==> config.mk <==
export PLATFORM = sky130hd
export DESIGN_NAME = sw_seq_feeder_flat
export DESIGN_NICKNAME = d
export VERILOG_FILES = /design/src/rtl/sw_seq_feeder_if.sv /design/src/rtl/sw_seq_feeder.sv /design/src/flat_wrapper.sv
export SDC_FILE = /design/constraint.sdc
export NUM_CORES = 2
export LEC_CHECK = 0
export ABC_AREA = 1
export CAP_MARGIN = 20
export CORE_MARGIN = 2
export CORE_UTILIZATION = 58
export DETAILED_ROUTE_END_ITERATION = 12
export DONT_BUFFER_PORTS = 1
export PLACE_DENSITY = 0.8
export SLEW_MARGIN = 30
export SYNTH_ARGS = -nofsm -noshare
export SYNTH_HDL_FRONTEND = slang
export SYNTH_SLANG_ARGS = --single-unit
==> constraint.sdc <==
create_clock -name clk -period 29 [get_ports clk]
set_clock_uncertainty 0.2 [all_clocks]
set_input_delay 1.45 -clock clk [delete_from_list [all_inputs] [get_ports clk]]
set_output_delay 1.45 -clock clk [all_outputs]
set_load 0.02 [all_outputs]
==> src/rtl/sw_seq_feeder_if.sv <==
// Signal bundle between the sequence feeder, its host and the Smith-Waterman core.
// The feeder takes the slave side; the host/core side takes master.
interface sw_seq_feeder_if;
    logic        wr_en;
    logic        wr_sel;
    logic [7:0]  wr_addr;
    logic [1:0]  wr_data;
    logic        start;
    logic        core_rst;
    logic        valid;
    logic [1:0]  data_s;
    logic [1:0]  data_t;
    logic        finish;
    logic [11:0] max;
    logic        busy;
    logic        done;
    logic        error;
    logic [11:0] result;

    modport slave (
        input  wr_en, wr_sel, wr_addr, wr_data, start, finish, max,
        output core_rst, valid, data_s, data_t, busy, done, error, result
    );

    modport master (
        output wr_en, wr_sel, wr_addr, wr_data, start, finish, max,
        input  core_rst, valid, data_s, data_t, busy, done, error, result
    );
endinterface

==> src/rtl/sw_seq_feeder.sv <==
// Host-side transmitter: holds one S and one T sequence, resets the SW core,
// streams both sequences as one valid burst, then collects the max score.
module sw_seq_feeder #(
    parameter int unsigned INPUT_LENGTH = 256,
    parameter int unsigned CLR_CYCLES   = 2,
    parameter int unsigned TIMEOUT      = 1024
) (
    input  logic           clk,
    input  logic           reset,
    sw_seq_feeder_if.slave bus
);
    localparam int unsigned AW = $clog2(INPUT_LENGTH);
    localparam int unsigned CW = 16;

    typedef enum logic [2:0] {IDLE, CLR, STREAM, WAIT, DONE} state_t;

    state_t        state;
    logic [AW-1:0] idx;
    logic [AW-1:0] idx_next;
    logic [AW-1:0] wr_idx;
    logic [CW-1:0] cnt;
    logic [CW-1:0] cnt_inc;
    logic          addr_ok;
    logic          wr_ok;
    logic [1:0]    s_mem [INPUT_LENGTH];
    logic [1:0]    t_mem [INPUT_LENGTH];

    // Out-of-range check only exists when the 8-bit address can exceed the depth
    generate
        if (INPUT_LENGTH < 256) begin : g_addr_chk
            assign addr_ok = (bus.wr_addr < 8'(INPUT_LENGTH));
        end else begin : g_addr_all
            assign addr_ok = 1'b1;
        end
    endgenerate

    always_comb begin
        wr_idx   = bus.wr_addr[AW-1:0];
        wr_ok    = bus.wr_en && (state == IDLE) && addr_ok;
        idx_next = idx + AW'(1);
        cnt_inc  = (cnt == '1) ? cnt : cnt + CW'(1);
    end

    // Sequence memories, writable only while idle
    always_ff @(posedge clk or posedge reset) begin
        if (reset) begin
            for (int unsigned i = 0; i < INPUT_LENGTH; i++) begin
                s_mem[AW'(i)] <= '0;
                t_mem[AW'(i)] <= '0;
            end
        end else if (wr_ok) begin
            if (bus.wr_sel) t_mem[wr_idx] <= bus.wr_data;
            else            s_mem[wr_idx] <= bus.wr_data;
        end
    end

    always_ff @(posedge clk or posedge reset) begin
        if (reset) begin
            state        <= IDLE;
            idx          <= '0;
            cnt          <= '0;
            bus.core_rst <= 1'b0;
            bus.valid    <= 1'b0;
            bus.data_s   <= '0;
            bus.data_t   <= '0;
            bus.busy     <= 1'b0;
            bus.done     <= 1'b0;
            bus.error    <= 1'b0;
            bus.result   <= '0;
        end else begin
            bus.done <= 1'b0;
            case (state)
                IDLE: begin
                    if (bus.start) begin
                        state        <= CLR;
                        cnt          <= '0;
                        bus.error    <= 1'b0;
                        bus.result   <= '0;
                        bus.core_rst <= 1'b1;
                        bus.busy     <= 1'b1;
                    end
                end
                CLR: begin
                    if (cnt == CW'(CLR_CYCLES - 1)) begin
                        state        <= STREAM;
                        bus.core_rst <= 1'b0;
                        bus.valid    <= 1'b1;
                        idx          <= '0;
                        bus.data_s   <= s_mem[0];
                        bus.data_t   <= t_mem[0];
                    end else begin
                        cnt <= cnt_inc;
                    end
                end
                STREAM: begin
                    // Exit on the last index so the index never wraps
                    if (idx == AW'(INPUT_LENGTH - 1)) begin
                        state      <= WAIT;
                        bus.valid  <= 1'b0;
                        bus.data_s <= '0;
                        bus.data_t <= '0;
                        cnt        <= '0;
                    end else begin
                        idx        <= idx_next;
                        bus.data_s <= s_mem[idx_next];
                        bus.data_t <= t_mem[idx_next];
                    end
                end
                WAIT: begin
                    cnt <= cnt_inc;
                    // finish takes priority over a simultaneous timeout
                    if (bus.finish) begin
                        bus.result <= bus.max;
                        bus.done   <= 1'b1;
                        state      <= DONE;
                    end else if (cnt_inc >= CW'(TIMEOUT)) begin
                        bus.error  <= 1'b1;
                        bus.result <= '0;
                        bus.done   <= 1'b1;
                        state      <= DONE;
                    end
                end
                DONE: begin
                    state    <= IDLE;
                    bus.busy <= 1'b0;
                end
                default: state <= IDLE;
            endcase
        end
    end
endmodule

==> src/flat_wrapper.sv <==
// flat-port wrapper written by rule: the top's interface ports become plain ports
module sw_seq_feeder_flat 
#(
    parameter int unsigned INPUT_LENGTH = 256,
    parameter int unsigned CLR_CYCLES   = 2,
    parameter int unsigned TIMEOUT      = 1024
)
  (clk, reset, bus_wr_en, bus_wr_sel, bus_wr_addr, bus_wr_data, bus_start, bus_finish, bus_max, bus_core_rst, bus_valid, bus_data_s, bus_data_t, bus_busy, bus_done, bus_error, bus_result);
  sw_seq_feeder_if bus_i ();
  input  logic clk;
  input  logic reset;
  input wire logic [$bits(bus_i.wr_en)-1:0] bus_wr_en;
  input wire logic [$bits(bus_i.wr_sel)-1:0] bus_wr_sel;
  input wire logic [$bits(bus_i.wr_addr)-1:0] bus_wr_addr;
  input wire logic [$bits(bus_i.wr_data)-1:0] bus_wr_data;
  input wire logic [$bits(bus_i.start)-1:0] bus_start;
  input wire logic [$bits(bus_i.finish)-1:0] bus_finish;
  input wire logic [$bits(bus_i.max)-1:0] bus_max;
  output wire logic [$bits(bus_i.core_rst)-1:0] bus_core_rst;
  output wire logic [$bits(bus_i.valid)-1:0] bus_valid;
  output wire logic [$bits(bus_i.data_s)-1:0] bus_data_s;
  output wire logic [$bits(bus_i.data_t)-1:0] bus_data_t;
  output wire logic [$bits(bus_i.busy)-1:0] bus_busy;
  output wire logic [$bits(bus_i.done)-1:0] bus_done;
  output wire logic [$bits(bus_i.error)-1:0] bus_error;
  output wire logic [$bits(bus_i.result)-1:0] bus_result;
  assign bus_i.wr_en = bus_wr_en;
  assign bus_i.wr_sel = bus_wr_sel;
  assign bus_i.wr_addr = bus_wr_addr;
  assign bus_i.wr_data = bus_wr_data;
  assign bus_i.start = bus_start;
  assign bus_i.finish = bus_finish;
  assign bus_i.max = bus_max;
  assign bus_core_rst = bus_i.core_rst;
  assign bus_valid = bus_i.valid;
  assign bus_data_s = bus_i.data_s;
  assign bus_data_t = bus_i.data_t;
  assign bus_busy = bus_i.busy;
  assign bus_done = bus_i.done;
  assign bus_error = bus_i.error;
  assign bus_result = bus_i.result;
  sw_seq_feeder #(.INPUT_LENGTH(INPUT_LENGTH), .CLR_CYCLES(CLR_CYCLES), .TIMEOUT(TIMEOUT)) u_core (.clk(clk), .reset(reset), .bus(bus_i));
endmodule
==> impl_metrics.csv <==
group,metric,value,unit
floorplanning,initial_utilization,0.5879,
layout,fin_area,56170,um^2
grt,first_global_vias,45380,
sta,slew_viol_final,0,
drt,vias,47580,
placement,hpwl,84950,um
drt,drc_errors,0,
placement,detailed_place.area,52330,um^2
synth,synth.ff_latch_count,1072,
sta,setup_viol,0,
placement,gp_congestion,0.8814,
layout,final_nets,6757,
setup_path,cp_slowest_stage_delay,1.01,ns
setup_path,crit_type,"flip-flop to flip-flop",
layout,multiInputGateArea,22750,um^2
synth,synthFlopType,"dfrtp_1",
synth,synth_most_common_cell,"nand2_1",
clock_tree,clk_path_buf_depth,3,
drt,route.final.wire_length,152300,um
setup_path,cp.arrival,5.60,ns
grt,grt_pass1_wl,244600,um
setup_path,critPathCaptureType,"flip-flop",
synth,ys_top_cells_by_area,"dfrtp_1 51%, nand2_1 19%, o21ai_0 12%, nand3_1 5.3%, nor2_1 5.0%",
synth,avgSynthCellArea,7.467,um^2
synth,synth_edf_count,0,
setup_path,cp_slowest_cell,"dfrtp_4",
clock_tree,clock_sinks,1072,
synth,synth_nets,7010,
job,maxCapViolations,0,
layout,area_delta_synth_final,7.779,%
clock_tree,cts_resized,0,
layout,register_area,26830,um^2
setup_path,crit_chain,"ha_4, inv_12, buf_6, buf_6, o21ai_0, o211ai_1, nand3_1, nand3_1, nand3_1, nand3_1, nand3_1, nand3_1, nand2_1, inv_1",
floorplanning,die_width,303.8,um
sta,max_freq,193.8,MHz
sta,period_share,0.1779,
sta,setup_ws,23.84,ns
clock_tree,htree_num_levels,3,
setup_path,cpMostUsedCell,"nand3_1",
synth,async_reset_ff_frac,1.000,
floorplanning,num_rows,109,
clock_tree,root_buffer,"clkbuf_16",
floorplanning,core,88650,um^2
sta,tightest_slew,1.207,ns
placement,pre_cts_slack,23.16,ns
grt,gr-usage-all-layers,0.3275,
sta,grt_setup_unrepaired,"no",
grt,grt_max_degree,245,
floorplanning,fp.dieH,303.8,um
synth,synth.distinct_cells,37,
sta,fin_crit,5.159,ns
layout,drive_gt1_frac,0.04270,
power,ir_drop,0.00004868,V
drt,ant_nets,0,
outcome,status,"finished clean",
grt,gr-total-overflow,0,
power,fin_total_pwr,3.016,mW
synth,synthTopCellsByCount,"2,637 x nand2_1, 1,245 x o21ai_0, 1,072 x dfrtp_1",
floorplanning,io_pins,49,
drt,avgViaCountPerCell,5.962,
synth,yosysWarnings,0,
placement,portBuffers,0,
layout,fillers,7490,
setup_path,crit_buf_inv,4,
synth,syn_area,52110,um^2
power,p_leak,24.52,nW
min_path,min_path_type,"flip-flop to flip-flop",
grt,antenna_found_initial,2,
sta,finalHoldViolations,0,
clock_tree,cts_tree,"yes",
setup_path,crit_family,"buffers and inverters",
floorplanning,die_area,92270,um^2
synth,synth_top_area_cell,"dfrtp_1",
power,power.density,53.70,nW/um^2
drt,wire_per_inst,19.09,um
setup_path,path_max_fanout,176,
clock_tree,cts_made_buffers,110,
sta,relSlewSlack,0.1952,
clock_tree,post_cts_buffers,0,
synth,synth_top_area_frac,0.5147,
clock_tree,cts_hold_buf,0,
synth,synth_seq_area_share,0.5147,
setup_path,cp-start-kind,"flip-flop",
clock_tree,clk_pin_slew,0.07,ns
drt,first_pass_iters,7,
setup_path,worstPathRequired,29.44,ns
drt,first_iter_violations,6757,
sta,tns,0,ns
clock_tree,clock_latency,0.70,ns
synth,synth_cells,6979,
## final timing paths
| path | startpoint | to | slack [ns] | depth (start not counted) |
|---|---|---|---|---|
| worst min register to register | u_core.s_mem[498] | u_core.s_mem[498] | 0.28 | 2 |
| worst min-delay path | u_core.s_mem[498] | u_core.s_mem[498] | 0.28 | 2 |
| min in group asynchronous | reset | u_core.s_mem[483] | 0.55 | 2 |
| worst max register to register | u_core.idx[0] | u_core.bus.data_t[0] | 23.84 | 14 |
| max in group asynchronous | reset | u_core.s_mem[223] | 24.62 | 7 |
| worst max-delay path | u_core.idx[0] | u_core.bus.data_t[0] | 23.84 | 14 |
## logic make-up after synthesis
logic type	count (synthesis)	share of synthesized area
and+or+nand+nor	3944	0.3015
adders and majority gates	3	0.0007203
buffers and inverters	616	0.04979
AOI/OAI and AO/OA	1331	0.1310
DFF	1072	0.5147
xor gates and xnor gates	13	0.002185
## layout make-up
type | instances | area share
Multi-Input combinational cell | 5291 | 0.4050
Clock buffer | 167 | 0.05801
Sequential cell | 1072 | 0.4777
Timing Repair Buffer | 60 | 0.01227
Clock inverter | 34 | 0.007418
Inverter | 191 | 0.01368
Tap cell | 1165 | 0.02595
Antenna cell | 1 | 0.00004455
## report_power, final
part / total, mW / leakage [nW] / internal (mW) / switching, mW
Clock: 1.44 / 1.81 / 0.835 / 0.608
Combinational: 0.0741 / 7.83 / 0.00614 / 0.0679
Sequential: 1.50 / 14.9 / 1.50 / 0.00201
Total: 3.02 / 24.5 / 2.34 / 0.678
## sequential cells by signal, summed over array words and instances (netlist names)
signal and count:
u_core.bus.busy 1, u_core.bus.core_rst 1, u_core.bus.data_s 2, u_core.bus.data_t 2, u_core.bus.done 1, u_core.bus.error 1
u_core.bus.result 12, u_core.bus.valid 1, u_core.cnt 16, u_core.idx 8, u_core.s_mem 512, u_core.state 3
u_core.t_mem 512
## worst register-to-register path, cell delays in order (launching register included)
cell,delay (ns)
dfrtp_4,1.01
ha_4,0.39
inv_12,0.51
buf_6,0.89
buf_6,0.71
o21ai_0,0.29
o211ai_1,0.24
nand3_1,0.13
nand3_1,0.12
nand3_1,0.12
nand3_1,0.17
nand3_1,0.12
nand3_1,0.10
nand2_1,0.06
inv_1,0.04
## per-layer routing
metal / vias up / global-route usage / part of all wire
li1: 22120 / - / -
met1: 22730 / 0.4401 / 0.40
met2: 2349 / 0.5137 / 0.45
met3: 387 / 0.06091 / 0.096
met4: 2 / 0.1630 / 0.048
met5: - / 0 / 0.000072
## cell usage in the layout (no fill, tap or decap), types with 2 or more instances in the layout
cell,n
a21oi_1,9
buf_12,10
buf_16,4
buf_4,37
buf_6,9
bufinv_16,7
clkbuf_1,29
clkbuf_16,111
clkbuf_8,27
clkinv_2,19
clkinv_8,4
clkinvlp_4,3
dfrtp_1,1071
ha_1,2
inv_1,181
inv_2,3
inv_6,2
inv_8,3
nand2_1,2634
nand2_2,25
nand3_1,552
nand3_2,3
nand4_1,10
nor2_1,692
nor2_2,5
nor3_1,5
nor3_4,2
nor4_1,5
o211ai_1,61
o21ai_0,1245
o21ai_1,9
o22ai_1,5
or2_2,4
xor2_1,11
## metrics by stage
step / hold WS, ns / utilization / std cells
finish: 0.2778 / 0.6336 / 7981
floorplan: 0.2478 / - / 6979
detailed placement: 0.2678 / 0.5903 / 7774
global route: 0.2979 / 0.6336 / 7980
global placement: 0.2599 / 0.5901 / 7774
CTS: 0.2826 / 0.6317 / 7975
Note: power is estimated with default switching activity, not from simulation.
